## src/rtl/bcd_scan_display.sv

```systemverilog
// Multiplexed 7-segment driver: scans DIGITS BCD nibbles onto one segment bus
// with a one-hot anode select. Define LZB_EN to enable leading-zero blanking.
module bcd_scan_display #(
  parameter  int DIGITS   = 4,
  parameter  int PRESCALE = 4,
  localparam int IW       = (DIGITS > 1) ? $clog2(DIGITS) : 1,
  localparam int PW       = (PRESCALE > 1) ? $clog2(PRESCALE) : 1
) (
  input  logic                  clock,
  input  logic                  reset_n,
  input  logic                  en,
  input  logic [4*DIGITS-1:0]   bcd,
  output logic [6:0]            seg,
  output logic [DIGITS-1:0]     an,
  output logic [IW-1:0]         digit_idx
);

  logic [PW-1:0] presc;
  logic [IW-1:0] idx;
  logic [3:0]    nibble;
  logic          blank;
  logic [6:0]    seg_next;

  function automatic logic [6:0] decode(input logic [3:0] nib);
    case (nib)
      4'd0:    decode = 7'b0111111;
      4'd1:    decode = 7'b0000110;
      4'd2:    decode = 7'b1011011;
      4'd3:    decode = 7'b1001111;
      4'd4:    decode = 7'b1100110;
      4'd5:    decode = 7'b1101101;
      4'd6:    decode = 7'b1111101;
      4'd7:    decode = 7'b0000111;
      4'd8:    decode = 7'b1111111;
      4'd9:    decode = 7'b1101111;
      default: decode = 7'b1000000; // invalid nibble shows a dash
    endcase
  endfunction

  assign nibble = bcd[4*idx +: 4];

`ifdef LZB_EN
  logic all_zero;

  // Walk from the top digit down; a digit is blanked while every digit at or
  // above it is zero. Digit 0 is never visited, so it always displays.
  // NOTE: every variable gets a default before the loop so no latch is inferred.
  always_comb begin
    all_zero = 1'b1;
    blank    = 1'b0;
    for (int i = DIGITS - 1; i > 0; i--) begin
      all_zero = all_zero && (bcd[4*i +: 4] == 4'd0);
      if (IW'(i) == idx) blank = all_zero;
    end
  end
`else
  assign blank = 1'b0;
`endif

  assign seg_next = blank ? 7'd0 : decode(nibble);

  // NOTE: state uses non-blocking assignments so every register samples the
  // pre-edge idx, which is what the outputs must reflect.
  always_ff @(posedge clock or negedge reset_n) begin
    if (!reset_n) begin
      presc     <= '0;
      idx       <= '0;
      seg       <= '0;
      an        <= '0;
      digit_idx <= '0;
    end else if (en) begin
      an        <= DIGITS'(1) << idx;
      digit_idx <= idx;
      seg       <= seg_next;
      if (presc == PW'(PRESCALE - 1)) begin
        presc <= '0;
        idx   <= (idx == IW'(DIGITS - 1)) ? '0 : idx + IW'(1);
      end else begin
        presc <= presc + PW'(1);
      end
    end else begin
      // Disabled: blank the display; scan position and digit_idx hold.
      seg <= '0;
      an  <= '0;
    end
  end

endmodule

```

## config.mk

```make
export PLATFORM = sky130hd
export DESIGN_NAME = bcd_scan_display
export DESIGN_NICKNAME = d
export VERILOG_FILES = /design/src/rtl/bcd_scan_display.sv
export SDC_FILE = /design/constraint.sdc
export NUM_CORES = 1
export LEC_CHECK = 0
export CORE_UTILIZATION = 47
export CTS_BUF_LIST = sky130_fd_sc_hd__clkbuf_8
export DETAILED_ROUTE_END_ITERATION = 8
export HOLD_SLACK_MARGIN = 0.03
export PLACE_DENSITY = 0.93
export SYNTH_ARGS = -nofsm -noshare
export SYNTH_HDL_FRONTEND = slang
export SYNTH_SLANG_ARGS = --single-unit
```

## constraint.sdc

```tcl
create_clock -name clock -period 2.4 [get_ports clock]
set_input_delay 0.24 -clock clock [delete_from_list [all_inputs] [get_ports clock]]
set_output_delay 0.24 -clock clock [all_outputs]
set_load 0.02 [all_outputs]
```

==> qor.yml <==
wl_per_cell_um: 12.9
grt_pass1_vias: 656
clock-root-buffer: "clkbuf_8"
wl_mm: 1.71
cp_max_fo: 10
viasPerCell: 5.14
hp-class: "primary input to async pin"
setup-violations-final: 0
drive_gt1_frac: 0.170
cts_setup_buffers: 0
final_util: 0.686
fp.dieH_um: 47.4
vdd_drop_max_v: 0.000670
drtPass1Iterations: 4
drc: 0
worstSetupPathType: "flip-flop to flip-flop"
skew_ns: 0.00390
max_clock_freq_mhz: 504
syn_to_final_growth_pct: 37.6
worstSetupStartpointType: "flip-flop"
r2r_end: "seg[3]"
dp.final_hpwl_mm: 1.33
synth-simple-area-share: 0.129
slew_headroom: 0.503
maxSlewViolCount: 0
die_x_um: 47.4
num_rows: 16
insertion_delay_ns: 0.25
io_pins: 32
rsz0062_at_grt: "false"
cp_data_required_time_ns: 2.53
ys_seq_area_frac: 0.439
antenna_found_initial: 0
synth_xor_area_frac: 0
h-tree-depth: 1
fillers: 155
routabilityCongestion: 0.711
ys_warn_count: 0
finalHoldViolCount: 0
synth_top_family_by_area: "multiplexers"
fin_crit_sh: 0.827
synthAdderAreaFrac: 0.142
rr_startpoint: "idx[0]"
coreArea_um2: 1940
diodes: 0
critPathArrivalTime_ns: 2.11
grt-ovfl-total: 0
grt_pass1_wl_mm: 2.74
synth_cells: 74
r2r_setup_slack_ns: 0.42
clkTransAtPathRegs_ns: 0.06
cts_tree: "built"
cts_sinks: 17
cts_resized: 0
finalNetCount: 137
vias: 684
p_leak_uw: 0.000606
io_buffers: 31
postCtsHoldBufs: 0
grt_max_degree: 18
synthMuxAreaShare: 0.155
critPathCaptureType: "flip-flop"
cts_made_buffers: 3
drv_cap: 0
drtIter0Drc: 3
syn_nets: 104
synth_compound_area_frac: 0.0840
seq_area_um2: 425
synth.cell_area_um2: 968
multiInputGateArea_um2: 494
power.density_nw_per_um2: 1140
initial_utilization: 0.499
period_minus_slack_ns: 1.98
grt.total_usage: 0.180
synth_seq_cells: 17
syn-mean-instance-area_um2: 13.1
tns_ns: 0
cts_buffer_depth: 2
outcome: "finished, final reports clean"
postRouteAntennaNets: 0
tightest_slew_ns: 0.743
cp-startpoint: "idx[0]"
ff2ff_path_depth: 5
ys_types: 24
die_area_um2: 2250
## routing by layer
layer,up-vias,global-route usage,share of wire
met5,-,0,0
met4,0,0.0686,0.0099
met3,3,0.0423,0.064
met2,30,0.315,0.53
met1,333,0.211,0.39
li1,318,-,-
## critical path: stages (launching register included)
cell and delay, ns:
dfrtp_1 0.57, mux4_1 0.68, inv_1 0.13, ha_1 0.26
nor2b_1 0.15, o31ai_2 0.07
## state kept, by name, summed over array words and instances, names as in the netlist
register	cells
seg	7
idx	2
digit_idx	2
presc	2
an	4
## power by group
part,leakage [µW],internal [µW],switching (µW),total (µW)
clock,0.0000255,115,93.1,208
combinational,0.000364,430,392,822
sequential,0.000217,404,87.9,492
## cells by family (layout without fill, tap and decap cells)
| group | after synthesis | in the layout |
|---|---|---|
| DFF | 17 | 17 |
| and+or+nand+nor | 19 | 19 |
| adders and majority gates | 11 | 11 |
| buffers and inverters | 9 | 41 |
| muxes | 9 | 9 |
| AOI/OAI and AO/OA | 9 | 9 |
## cells in the mapped netlist, drive strengths merged
| master | instances | area share |
|---|---|---|
| clkbuf | 1 | 0.0039 |
| nand2 | 1 | 0.0039 |
| o21ai | 1 | 0.0090 |
| dfrtp | 17 | 0.44 |
| o31a | 1 | 0.0090 |
| buf | 2 | 0.023 |
| nand2b | 1 | 0.014 |
| mux2 | 5 | 0.058 |
| a21oi | 1 | 0.0052 |
| o21a | 1 | 0.0078 |
| inv | 6 | 0.023 |
| mux4 | 4 | 0.097 |
| nor3 | 1 | 0.0052 |
| nor2 | 4 | 0.015 |
| o31ai | 3 | 0.039 |
| and2 | 7 | 0.045 |
| o22ai | 1 | 0.0065 |
| nor2b | 4 | 0.034 |
| nand4bb | 1 | 0.012 |
| a21o | 1 | 0.0078 |
| ha | 11 | 0.14 |
## how the worst max path moves through the flow
stage	end	slack [ns]	depth (start not counted)
after CTS	seg[3]	0.39	5
after floorplan	seg[3]	0.61	6
after global placement	seg[3]	0.48	5
final	seg[3]	0.42	5
after detailed placement	seg[3]	0.41	5
after global routing	seg[3]	0.28	5
## cell usage in the layout, fill, tap and decap left out
cell type	Yosys	final
nand2_1	1	1
mux4_1	1	1
nand2b_4	1	1
o31ai_2	3	3
ha_1	11	11
nor2_1	4	4
o22ai_1	1	1
clkdlybuf4s50_1	0	31
clkinv_2	0	1
o31a_1	1	1
clkbuf_8	0	3
nor3_1	1	1
o21ai_2	1	1
inv_1	6	6
a21o_1	1	1
nor2b_4	1	1
a21oi_1	1	1
nor2b_1	3	3
and2_1	6	6
nand4bb_1	1	1
mux4_2	3	3
mux2_2	5	5
o21a_1	1	1
dfrtp_1	17	17
and2_0	1	1
## per-stage QoR
| step | setup WS (ns) | hold WS (ns) | cell area, µm² | std cells | total power, µW |
|---|---|---|---|---|---|
| after floorplan | 0.607 | -0.0556 | 968 | 74 | 1060 |
| after global placement | 0.477 | 0.494 | 1290 | 129 | 1280 |
| after detailed placement | 0.406 | 0.500 | 1290 | 129 | 1320 |
| after CTS | 0.395 | 0.445 | 1330 | 133 | 1540 |
| after global routing | 0.281 | 0.504 | 1330 | 133 | 1640 |
| final | 0.416 | 0.429 | 1330 | 133 | 1520 |
## layout make-up
type | instances | area share
multi-input combinational | 48 | 0.371
sequential | 17 | 0.319
timing repair buffer | 31 | 0.233
clock buffer | 3 | 0.0310
tap | 27 | 0.0254
inverter | 6 | 0.0169
clock inverter | 1 | 0.00376
Note: power is estimated with default switching activity, not from simulation.
